$ cat src/rtl/hs_responder_if.sv
// Request/acknowledge handshake bundle between a requesting master and the responder.
interface hs_responder_if #(
  parameter int DATA_W = 8
);
  logic              req;
  logic [DATA_W-1:0] req_data;
  logic              err_clr;
  logic              ack;
  logic              valid;
  logic [DATA_W-1:0] data;
  logic              error_state;
  logic [3:0]        counter;

  modport master (
    output req, req_data, err_clr,
    input  ack, valid, data, error_state, counter
  );

  modport slave (
    input  req, req_data, err_clr,
    output ack, valid, data, error_state, counter
  );
endinterface

$ cat src/rtl/hs_responder.sv
// Handshake responder: accepts a non-zero request word, returns it with ack/valid after LAT cycles,
// and latches protocol violations (zero payload, abandoned request) into a sticky error state.
//
//   state | meaning
//   IDLE  | waiting for req; a non-zero req_data is captured on the accepting edge
//   WAIT  | latency countdown in progress; req must stay high
//   ACK   | one-cycle ack/valid with the captured word on data
//   ERR   | sticky protocol error; left only via err_clr with req low
module hs_responder #(
  parameter int DATA_W = 8,
  parameter int LAT    = 2
) (
  input  logic          clk,
  input  logic          rst_n,
  hs_responder_if.slave bus
);

  if (LAT < 1 || LAT > 15) begin : g_lat_range
    $error("hs_responder: LAT must be in 1..15");
  end

  typedef enum logic [1:0] {IDLE, WAIT, ACK, ERR} state_e;

  localparam logic [3:0] CNT_LAST = 4'(LAT - 1);
  localparam logic [3:0] CNT_MAX  = 4'd14;

  state_e            state_q, state_d;
  logic [DATA_W-1:0] buf_q, buf_d;
  logic [DATA_W-1:0] data_q, data_d;
  logic [3:0]        cnt_q, cnt_d;
  logic              ack_q, ack_d;
  logic              err_q, err_d;

  always_ff @(posedge clk or negedge rst_n) begin
    if (!rst_n) begin
      state_q <= IDLE;
      buf_q   <= '0;
      data_q  <= '0;
      cnt_q   <= '0;
      ack_q   <= 1'b0;
      err_q   <= 1'b0;
    end else begin
      state_q <= state_d;
      buf_q   <= buf_d;
      data_q  <= data_d;
      cnt_q   <= cnt_d;
      ack_q   <= ack_d;
      err_q   <= err_d;
    end
  end

  always_comb begin
    state_d = state_q;
    buf_d   = buf_q;
    cnt_d   = cnt_q;
    unique case (state_q)
      IDLE: begin
        if (bus.req) begin
          if (bus.req_data != '0) begin
            buf_d = bus.req_data;
            if (LAT == 1) begin
              cnt_d   = 4'd0;
              state_d = ACK;
            end else begin
              cnt_d   = 4'd1;
              state_d = WAIT;
            end
          end else begin
            cnt_d   = 4'd0;
            state_d = ERR;
          end
        end
      end
      WAIT: begin
        if (!bus.req) begin
          state_d = ERR;
        end else if (cnt_q == CNT_LAST) begin
          state_d = ACK;
        end else if (cnt_q < CNT_MAX) begin
          cnt_d = cnt_q + 4'd1;
        end
      end
      ACK: begin
        state_d = IDLE;
      end
      ERR: begin
        // err_clr is only honoured once the master has released req
        if (bus.err_clr && !bus.req) begin
          cnt_d   = 4'd0;
          state_d = IDLE;
        end
      end
      default: state_d = IDLE;
    endcase

    // Outputs are registered from the next state so they line up with the state they describe
    ack_d  = (state_d == ACK);
    err_d  = (state_d == ERR);
    data_d = (state_d == ACK) ? buf_d : data_q;
  end

  assign bus.ack         = ack_q;
  assign bus.valid       = ack_q;
  assign bus.data        = data_q;
  assign bus.error_state = err_q;
  assign bus.counter     = cnt_q;

endmodule

$ cat src/flat_wrapper.sv
// flat-port wrapper written by rule: the top's interface ports become plain ports
module hs_responder_flat 
#(
  parameter int DATA_W = 8,
  parameter int LAT    = 2
)
  (clk, rst_n, bus_req, bus_req_data, bus_err_clr, bus_ack, bus_valid, bus_data, bus_error_state, bus_counter);
  hs_responder_if #(.DATA_W(DATA_W)) bus_i ();
  input  logic clk;
  input  logic rst_n;
  input wire logic [$bits(bus_i.req)-1:0] bus_req;
  input wire logic [$bits(bus_i.req_data)-1:0] bus_req_data;
  input wire logic [$bits(bus_i.err_clr)-1:0] bus_err_clr;
  output wire logic [$bits(bus_i.ack)-1:0] bus_ack;
  output wire logic [$bits(bus_i.valid)-1:0] bus_valid;
  output wire logic [$bits(bus_i.data)-1:0] bus_data;
  output wire logic [$bits(bus_i.error_state)-1:0] bus_error_state;
  output wire logic [$bits(bus_i.counter)-1:0] bus_counter;
  assign bus_i.req = bus_req;
  assign bus_i.req_data = bus_req_data;
  assign bus_i.err_clr = bus_err_clr;
  assign bus_ack = bus_i.ack;
  assign bus_valid = bus_i.valid;
  assign bus_data = bus_i.data;
  assign bus_error_state = bus_i.error_state;
  assign bus_counter = bus_i.counter;
  hs_responder #(.DATA_W(DATA_W), .LAT(LAT)) u_core (.clk(clk), .rst_n(rst_n), .bus(bus_i));
endmodule
$ cat config.mk
export PLATFORM = sky130hd
export DESIGN_NAME = hs_responder_flat
export DESIGN_NICKNAME = d
export VERILOG_FILES = /design/src/rtl/hs_responder_if.sv /design/src/rtl/hs_responder.sv /design/src/flat_wrapper.sv
export SDC_FILE = /design/constraint.sdc
export NUM_CORES = 1
export LEC_CHECK = 0
export ABC_CLOCK_PERIOD_IN_PS = 5350
export CORE_AREA = 3 3 60 62
export DETAILED_ROUTE_END_ITERATION = 8
export DIE_AREA = 0 0 63 65
export PLACE_DENSITY = 0.6
export SKIP_LAST_GASP = 1
export SLEW_MARGIN = 20
export SYNTH_ARGS = -nofsm -noshare
export SYNTH_HDL_FRONTEND = slang
export SYNTH_SLANG_ARGS = --single-unit
$ cat constraint.sdc
create_clock -name clk -period 5.35 [get_ports clk]
set_clock_uncertainty 0.2 [all_clocks]
set_input_delay 1.3375 -clock clk [delete_from_list [all_inputs] [get_ports clk]]
set_output_delay 1.3375 -clock clk [all_outputs]
set_load 0.01 [all_outputs]
Yosys cells after proc, flatten, opt, wreduce, memory -nomap -nowiden --
Index checks and enable logic that the tools add are counted.
Word-level totals: bits in registers 24, bits in latches 0, memory bits (writable) 0, memory bits (read-only) 0, input port bits 12, output and inout port bits 15, memories kept 0
Cells by class: add/subtract/negate cells 1, multiply operators 0, divide/modulo/power cells 0, order comparisons 1, equality and inequality tests 11, shifts and indexed selects 0, muxes and demuxes 16, bitwise logic cells 0, reductions and logical operators 6
Operators with widths (count):
- $mux 8 | 3
- $mux 4 | 5
- $pmux 4 s3 | 1
- $mux 2 | 5
- $eq 2x2->1 const B | 4
- $pmux 2 s4 | 1
- $reduce_bool 8->1 | 1
- $ne 2x2->1 const B | 3
- $reduce_and 6->1 | 1
- $add 4x1->4 const B | 1
- $eq 4x1->1 const B | 1
- $lt 4x4->1 const B | 1
- $ne 2x1->1 const B | 2
- $reduce_bool 3->1 | 1
- $eq 2x1->1 const B | 1
- $logic_not 2->1 | 1
- $logic_and 1x1->1 | 1
- $logic_not 1->1 | 1
- $mux 1 | 1

Longest topological paths before layout --
Gate-level depths: netlist (run 1).
depth in word-level cells 5, gate-level depth with buffers 5

Worst setup path after synthesis (run 1) --
No wires, ideal clock.
path kind in2reg, start in bus_req, end reg u_core.data_q[0] (netlist: u_core.bus.data[0]), arrival time 2310 ps, path slack 2716 ps, stages on the path 4, buffers on the path 0, cell sequence nor3b_4 > a21boi_2 > nor2b_1 > mux2_2
On the way: longest elaborated chain between the ends 5
RTL lines:
- from (decl) | RTL line flat_wrapper.sv:11 | input wire logic [$bits(bus_i.req)-1:0] bus_req;
- $logic_not 1->1
- $logic_and 1x1->1 | RTL line hs_responder.sv:88 | if (bus.err_clr && !bus.req) begin
- $mux 2 | RTL line hs_responder.sv:88
- $pmux 2 s4 | RTL line hs_responder.sv:56 | unique case (state_q)
- $eq 2x2->1 | RTL line hs_responder.sv:99 | data_d = (state_d == ACK) ? buf_d : data_q;
- to (signal assigned) | RTL line hs_responder.sv:45 | data_q <= data_d;
- to (decl) | RTL line hs_responder.sv:29 | logic [DATA_W-1:0] data_q, data_d;
Parallel ways exist; a longest one is shown, timed or not. A chain may end at the register's enable or synchronous reset.

Final worst setup path (run 1) --
start in bus_req, end reg u_core.data_q[6] (netlist: u_core.bus.data[6])
Same word-level chain as after synthesis.

==> results.yml, run 1 <==
timing:
  final_max_slew_viol_count: 0
  tns_ns: 0
  rsz0062_at_grt: "no"
  fmax_mhz: 312
  finalSetupViolCount: 0
  worstMarginPinSlew_ns: 0.533
  relSlewSlack_pct: 64.4
  period_share_pct: 59.9
  min_period_ns: 3.20
  hold_viol: 0
synth:
  synth_top_area_share_pct: 55.9
  ys.flop_type: "dfrtp_1"
  syn-instance-count: 84
  synth_area_leader_cell: "dfrtp_1"
  synth-seq-cells: 24
  ys_warn_count: 0
  avgSynthCellArea_um2: 12.8
  synth_most_common_cell: "dfrtp_1"
  yosys-top-cells-count: "24 x dfrtp_1, 10 x mux2_2, 10 x nor2b_1, 8 x a21o_1"
  synth_edf_count: 0
  synthTopCellsByArea: "dfrtp_1 56%, mux2_2 10%, nor2b_1 5.8%, a21o_1 5.6%, ha_1 2.3%"
  syn_nets: 98
  synth_seq_area_share_pct: 55.9
  syn_area_um2: 1070
  synth_cell_types: 26
  async_flop_share_pct: 100
critical_path:
  slowest_stage: "clkdlybuf4s50_1"
  crit_fanout: 10
  reg2reg_slack_ns: 3.22
  reg2reg_from: "u_core.state_q[0]"
  crit_chain: "clkdlybuf4s50_1 -> nor3b_4 -> a21boi_2 -> nor2b_1 -> mux2_2"
  cp_top_family: "simple AND/OR/NAND/NOR gates"
  worst_ep_arrival_time_ns: 3.21
  required_ns: 5.36
  critPathLaunchType: "primary input"
  rr_worst_depth: 4
  path_class: "in2reg"
  end_kind: "flop"
  max_stage_delay_ns: 0.57
  rr_endpoint: "u_core.bus.data[6]"
  critPathBufInv: 1
min_path:
  hp-start: "u_core.bus.data[2]"
  hp-class: "reg2reg"
  holdPathStages: 1
  holdPathEnd: "u_core.bus.data[2]"
placed_design:
  gp_congestion: 0.806
  postPlaceCellArea_um2: 1370
  hpwl_um: 1480
  io_buffers: 26
cells_and_area:
  regArea_um2: 601
  fin_util_pct: 46.2
  fin_area_um2: 1420
  area_growth_pct: 32.4
  drive_gt1_share_pct: 18.8
  multi_input_area_um2: 447
  num-nets-final: 127
  diodes: 0
  nFillCells: 296
detailed_routing:
  ant_nets: 0
  finalWirelength_um: 2050
  drc: 0
  viasPerCell: 4.61
  post_drt_wl_per_cell_um: 13.2
  drtIter0Drc: 11
  dr_total_vias: 719
  firstDrtPassIters: 3
grt:
  grt_max_degree: 25
  grt.total_usage_pct: 10.9
  antenna_found_initial: 0
  grt_pass1_wl_um: 3510
  grt_overflow: 0
  grt_pass1_vias: 728
clocking:
  cts_root_buffer: "clkbuf_4"
  htreeDepth: 1
  cts_tree: "built"
  cts-resized-gates: 0
  post_cts_buffers: 0
  cts_buffer_depth: 2
  hold_buffers: 0
  path_clk_slew_ns: 0.14
  clk_latency_ns: 0.31
  cts.sinks: 24
  cts_buffers: 3
die:
  die-area_um2: 4100
  initial_utilization_pct: 34.9
  fp-row-count: 20
  io_pins: 27
  fp.dieW_um: 63
  coreArea_um2: 3080
  fp.dieH_um: 65
run_status:
  status: "finished, final reports clean"
run:
  cap_violations: 0
pwr:
  vdd_drop_max_v: 0.000216
  power_leakage_nw: 0.662
  power_density_nw_per_um2: 555
==> through the flow <==
| step | total power (W) | hold WS (ns) | worst slack [ns] | cells |
|---|---|---|---|---|
| after detailed placement | 0.000665 | 0.293 | 1.79 | 152 |
| after floorplan | 0.000521 | 0.350 | 2.72 | 84 |
| after CTS | 0.000797 | 0.330 | 2.13 | 156 |
| final | 0.000789 | 0.328 | 2.15 | 156 |
| after global placement | 0.000658 | 0.294 | 1.85 | 152 |
| after global routing | 0.000848 | 0.349 | 1.98 | 156 |
==> metal layers <==
metal	up-vias	GRT usage, %	routed length [um]
met5	-	0	0
met4	0	4.13	18
met3	2	1.73	68
met2	14	16.5	943
met1	351	15.7	1020
li1	352	-	-
==> worst reg2reg max path, delay by kind of cell (launching register included) <==
family,cells,cell delay [ns]
AO/OA/AOI/OAI,1,0.43
multiplexers,1,0.28
AND/OR/NAND/NOR,2,0.58
flip-flops,1,0.53
==> layout by cell type (no fill, tap or decap) <==
cell type        Yosys  final
a21boi_2             1      1
nand2b_4             1      1
nor3b_4              1      1
clkbuf_4             0      3
nor2b_1             10     10
a32o_1               1      1
ha_1                 2      2
a21oi_1              3      3
nor4b_2              1      1
o2bb2ai_1            1      1
nand4_1              1      1
nand2b_1             1      1
nor2_1               2      2
o22ai_1              1      1
nor4_1               2      2
nand2_2              1      1
nand2_1              1      1
bufinv_16            0      1
and2_1               1      1
a21o_1               8      8
o21ai_0              3      3
mux2_2              10     10
a41oi_1              1      1
clkdlybuf4s50_1      0     25
buf_2                0      1
dfrtp_1             24     24
inv_1                3      3
or2_2                1      1
a22o_1               1      1
==> cell type report <==
cell class              instances  area share [%]
well taps                      44            3.87
clock buffers                   3            1.58
multi-input cells              55            31.4
repair buffers                 26            18.0
clock inverters                 1            2.11
flip-flops and latches         24            42.3
inverters                       3           0.792
==> sequential cells by signal, summed over array words and instances (netlist names) <==
register and cells:
u_core.buf_q 8, u_core.bus.data 8, u_core.bus.counter 4, u_core.state_q 2, u_core.bus.ack 1, u_core.bus.error_state 1
==> worst max-delay path by stage <==
stage / end / slack, ns / startpoint / cells past startpoint
after floorplan: u_core.bus.data[0] / 2.72 / bus_req / 4
after global placement: u_core.bus.data[6] / 1.85 / bus_req / 5
after detailed placement: u_core.bus.data[6] / 1.79 / bus_req / 5
after CTS: u_core.bus.data[6] / 2.13 / bus_req / 5
after global routing: u_core.bus.data[6] / 1.98 / bus_req / 5
final: u_core.bus.data[6] / 2.15 / bus_req / 5
==> power by group <==
part | total, W | internal (W) | switching [W]
clock network | 0.000132 | 0.0000757 | 0.0000560
registers | 0.000320 | 0.000262 | 0.0000577
logic | 0.000337 | 0.000200 | 0.000137
==> cells by family (layout without fill, tap and decap cells) <==
group | after synthesis | in the layout | synth area share (%)
compound gates | 20 | 20 | 13.4
fa+ha+maj | 2 | 2 | 2.33
buf+inv | 5 | 33 | 2.45
flops | 24 | 24 | 55.9
mux | 10 | 10 | 10.5
simple gates | 23 | 23 | 15.4
Note: power is estimated with default switching activity, not from simulation.
==> inputs of run 2 (changes only) <==
--- a/config.mk
+++ b/config.mk
@@ -5,7 +5,7 @@
 export SDC_FILE = /design/constraint.sdc
 export NUM_CORES = 1
 export LEC_CHECK = 0
-export ABC_CLOCK_PERIOD_IN_PS = 5350
+export ABC_CLOCK_PERIOD_IN_PS = 3300
 export CORE_AREA = 3 3 60 62
 export DETAILED_ROUTE_END_ITERATION = 8
 export DIE_AREA = 0 0 63 65
==> constraint.sdc (replaced) <==
create_clock -name clk -period 3.3 [get_ports clk]
set_clock_uncertainty 0.2 [all_clocks]
set_input_delay 0.825 -clock clk [delete_from_list [all_inputs] [get_ports clk]]
set_output_delay 0.825 -clock clk [all_outputs]
set_load 0.01 [all_outputs]
==> results.yml, run 2 (synthesis gave the netlist of run 1 again) <==
cells_and_area:
  drive_gt1_share_pct: 19.3
  area_growth_pct: 34.3
  mostFrequentLayoutCell: "clkdlybuf4s50_1"
  nFillCells: 303
  diodes: 0
  layout_common_cells: "26 x clkdlybuf4s50_1, 24 x dfrtp_1, 10 x nor2b_1, 10 x mux2_2, 8 x a21o_1"
  fin_area_um2: 1440
  fin_util_pct: 46.8
  num-nets-final: 129
  stdcell_count: 158
grt:
  grt.total_usage_pct: 10.8
  grt_pass1_wl_um: 3510
  antenna_found_initial: 0
  grt_pass1_vias: 782
  grt_max_degree: 25
  grt_overflow: 0
die:
  fp.dieH_um: 65
  io_pins: 27
  initial_utilization_pct: 34.9
  coreArea_um2: 3080
  fp.dieW_um: 63
  die-area_um2: 4100
  fp-row-count: 20
detailed_routing:
  wl_met2_um: 952
  dr_total_vias: 744
  dr.max_layer_used: "met4"
  finalWirelength_um: 2000
  viasPerCell: 4.71
  firstDrtPassIters: 4
  wl_met1_um: 942
  post_drt_wl_per_cell_um: 12.7
  ant_nets: 0
  routed-wl-met3_um: 100
  drtIter0Drc: 15
  drc: 0
critical_path:
  reg2reg_from: "u_core.state_q[0]"
  path_class: "in2reg"
  crit_fanout: 8
  worstSetupStartpoint: "bus_req"
  critPathLaunchType: "primary input"
  worst_ep_arrival_time_ns: 2.41
  end_kind: "flop"
  required_ns: 3.31
  reg2reg_slack_ns: 1.26
clocking:
  cts_root_buffer: "clkbuf_4"
  cts_buffer_depth: 2
  cts.sinks: 24
  clk_latency_ns: 0.31
  cts-resized-gates: 0
  hold_buffers: 0
  post_cts_buffers: 0
  htreeDepth: 1
  path_clk_slew_ns: 0.13
  cts_tree: "built"
  cts_buffers: 3
timing:
  min_period_ns: 2.40
  worstMarginPinSlew_ns: 0.507
  tns_ns: 0
  fin_ws_ns: 0.902
  hold_viol: 0
  fmax_mhz: 417
  finalSetupViolCount: 0
  final_max_slew_viol_count: 0
  rsz0062_at_grt: "no"
  period_share_pct: 72.7
  relSlewSlack_pct: 65.9
pwr:
  p_int_w: 0.000879
  power_leakage_nw: 0.672
  swShare_pct: 31.2
  clock_power_share_pct: 16.3
  pwr-share-seq_pct: 40.4
  combPwrFrac_pct: 43.3
  power_density_nw_per_um2: 887
  switching_power_w: 0.000399
  vdd_drop_max_v: 0.000360
placed_design:
  pre_cts_slack_ns: 0.560
  placed_cells: 154
  gp_congestion: 0.813
  io_buffers: 26
  hpwl_um: 1520
  postPlaceCellArea_um2: 1390
min_path:
  hp-start: "u_core.bus.data[2]"
  hp-class: "reg2reg"
run_status:
  status: "finished, final reports clean"
run:
  cap_violations: 0
## run 2: metrics by stage
step	hold WS, ns	total power, W
6_report	0.321	0.00128
5_1_grt	0.350	0.00138
4_1_cts	0.325	0.00130
3_5_place_dp	0.295	0.00108
3_3_place_gp	0.291	0.00107
2_1_floorplan	0.329	0.000845
## run 2: power by group through the flow
stage	logic, W	registers [W]	clock network (W)
6_report	0.000553	0.000517	0.000208
4_1_cts	0.000563	0.000520	0.000216
2_1_floorplan	0.000313	0.000532	0
3_3_place_gp	0.000551	0.000523	0
5_1_grt	0.000605	0.000543	0.000229
3_5_place_dp	0.000559	0.000526	0
## run 2: layout make-up
cell class,count,area [um2],area share [%]
timing repair buffer,28,275,19.1
clock inverter,1,30.0,2.08
sequential,24,601,41.7
tap,44,55.1,3.82
multi-input combinational,55,447,31.0
inverter,3,11.3,0.781
clock buffer,3,22.5,1.56
## run 2: final timing paths
check / endpoint / depth (start not counted)
setup reg to reg: u_core.bus.data[3] / 4
hold / removal: u_core.bus.data[2] / 1
min in group asynchronous: u_core.bus.data[5] / 2
setup / recovery: u_core.bus.data[4] / 5
hold reg to reg: u_core.bus.data[2] / 1
max in group asynchronous: u_core.buf_q[1] / 2
## run 2: layer usage
layer  global-route usage (%)  vias to the layer above
met5                        0                        -
met2                     18.2                       20
met1                     13.6                      359
met4                     1.65                        0
li1                         -                      363
met3                     3.81                        2
## run 2: worst max-delay path: stages
cell	delay [ns]
clkdlybuf4s50_1	0.57
nor3b_4	0.23
a21boi_2	0.37
nor2b_1	0.13
mux2_2	0.27
==> edit: new RTL, settings of run 2 <==
`DATA_W` is set to 8 in 3 places; all go to 6.
--- a/src/rtl/hs_responder_if.sv
+++ b/src/rtl/hs_responder_if.sv
@@ -1,6 +1,6 @@
 // Request/acknowledge handshake bundle between a requesting master and the responder.
 interface hs_responder_if #(
-  parameter int DATA_W = 8
+  parameter int DATA_W = 6
 );
   logic              req;
   logic [DATA_W-1:0] req_data;
--- a/src/rtl/hs_responder.sv
+++ b/src/rtl/hs_responder.sv
@@ -7,7 +7,7 @@
 //   ACK   | one-cycle ack/valid with the captured word on data
 //   ERR   | sticky protocol error; left only via err_clr with req low
 module hs_responder #(
-  parameter int DATA_W = 8,
+  parameter int DATA_W = 6,
   parameter int LAT    = 2
 ) (
   input  logic          clk,
--- a/src/flat_wrapper.sv
+++ b/src/flat_wrapper.sv
@@ -1,7 +1,7 @@
 // flat-port wrapper written by rule: the top's interface ports become plain ports
 module hs_responder_flat 
 #(
-  parameter int DATA_W = 8,
+  parameter int DATA_W = 6,
   parameter int LAT    = 2
 )
   (clk, rst_n, bus_req, bus_req_data, bus_err_clr, bus_ack, bus_valid, bus_data, bus_error_state, bus_counter);
Interface: changed (resized bus_data and bus_req_data); port bits go from 27 to 23. No check against the original RTL was run, so the function may have changed too.
==> edit against run 2 <==
  * Synthesized area decreased by 11%
  * Power fell by 15%
  * Setup slack worse by 0.087 ns
  * Design area decreased by 11%
  * Global-route usage down 1.5 points
  * Sequential cell count down 4
  * Wire length decreased by 13%
  * Highest routed layer unchanged
  * Non-clock buffer count fell by 5
==> edit: results (changes against run 2) <==
Clock network
  – Clock-pin slew on the worst setup and hold paths: 0.11 ns (-0.02 ns)

Global routing
  – Number of global-route vias before repair: 651 (-17%)
  – Pin count of the biggest net entering global routing: 21 (-16%)
  – Total global-route track usage: 9.307% (-1.5 points)
  – Wire length of the first global-routing pass: 3015 um (-14%)

Yosys
  – Top cell types by occurrence after synthesis: sky130_fd_sc_hd__dfrtp_1 (20), sky130_fd_sc_hd__a21o_1 (6), sky130_fd_sc_hd__mux2_2 (6), sky130_fd_sc_hd__nor2b_2 (6)
  – Share of the yosys chip area belonging to registers: 52.29% (-3.7 points)
  – Synthesized instance count: 76 (-9.5%)

Drt
  – Post-detailed-route via-to-cell ratio: 4.621 (-1.9%)
  – Total wire length after detailed routing: 1738 um (-13%)
  – Number of design-rule violations left by the first detailed-router iteration: 11 (-4)

Cells and area
  – Final nets: 114 (-12%)
  – Number of fill cells: 297 (-2.0%)

Worst setup path
  – R2r startpoint: u_core.bus.counter[1]
  – Crit path max fanout: 2 (-6)
  – Worst setup startpoint: bus_req_data[2]
  – Worst path required time: 3.29 ns (-0.02 ns)
  – Worst reg2reg path endpoint: u_core.bus.counter[0]
  – Capture point of the worst path: u_core.bus.error_state
  – R2r worst-path depth: 5 (+1)

STA
  – Worst Max-Slew Pin Slew: 0.4145 ns (-0.09221 ns)

Placement
  – Placed instance count: 141 (-8.4%)
  – Placer's final routability congestion estimate: 0.7676 (-5.5%)
  – Detailed-placement wirelength estimate: 1346 um (-12%)
  – Port Buffer Count: 22 (-15%)

Status
  – Run status: finished, final reports clean

Hold path
  – Min-Delay Startpoint: u_core.bus.data[5]
  – Hold worst-path end: u_core.bus.data[5]

Power
  – Leak pwr: 0.5626 nW (-16%)
==> edit: cell count changes after synthesis, sizes merged, moves of 3 or more <==
cell	delta
dfrtp	-4
nor2b	-4
mux2	-3
nor2	+3
==> edit: cell type report <==
cell class	count	area (um^2)	share of cell area (%)
clock buffer	3	22.52	1.763
clock inverter	1	30.03	2.351
inverter	1	3.754	0.2938
multi-input combinational	53	437.9	34.28
sequential	20	500.5	39.18
tap	44	55.05	4.309
timing repair buffer	23	227.7	17.83
==> edit: where the power goes <==
group	internal [W]	switching [W]
clock	0.000123	0.0000724
sequential	0.000345	0.0000777
combinational	0.000267	0.000197
==> edit: cell families after synthesis <==
family                   count (synthesis)  share of synthesized area (%)
flip-flops                              20                          52.29
buffers and inverters                    3                          1.960
AO/OA/AOI/OAI                           17                          14.77
adder cells (fa/ha/maj)                  2                          2.614
AND/OR/NAND/NOR                         27                          20.13
multiplexers                             7                          8.235
==> edit: critical path, cell delays in order <==
cell,delay [ns]
sky130_fd_sc_hd__clkdlybuf4s50_1,0.42
sky130_fd_sc_hd__or4_4,0.56
sky130_fd_sc_hd__nor3_2,0.19
sky130_fd_sc_hd__a21oi_1,0.13
sky130_fd_sc_hd__a2111oi_2,0.34
==> edit: per-stage QoR <==
step	area [um^2]	power, W	hold WS, ns	util, %	worst slack, ns
finish	1277	0.001081	0.3227	41.50	0.8145
floorplan	957.2	0.0007153	0.3294	-	1.088
CTS	1277	0.001097	0.3317	41.50	0.7961
global placement	1225	0.0008905	0.2919	39.80	0.4773
detailed placement	1225	0.0008998	0.2965	39.80	0.4830
global route	1277	0.001164	0.3458	41.50	0.7619
==> edit: per-layer routing <==
layer  track usage (%)  share of wire (%)  up-vias
met4             3.306               0.58        0
met3             3.293                6.6        2
met2             14.10                 46       14
li1                  -                  -      324
met1             12.20                 46      330
met5                 0                  0        -
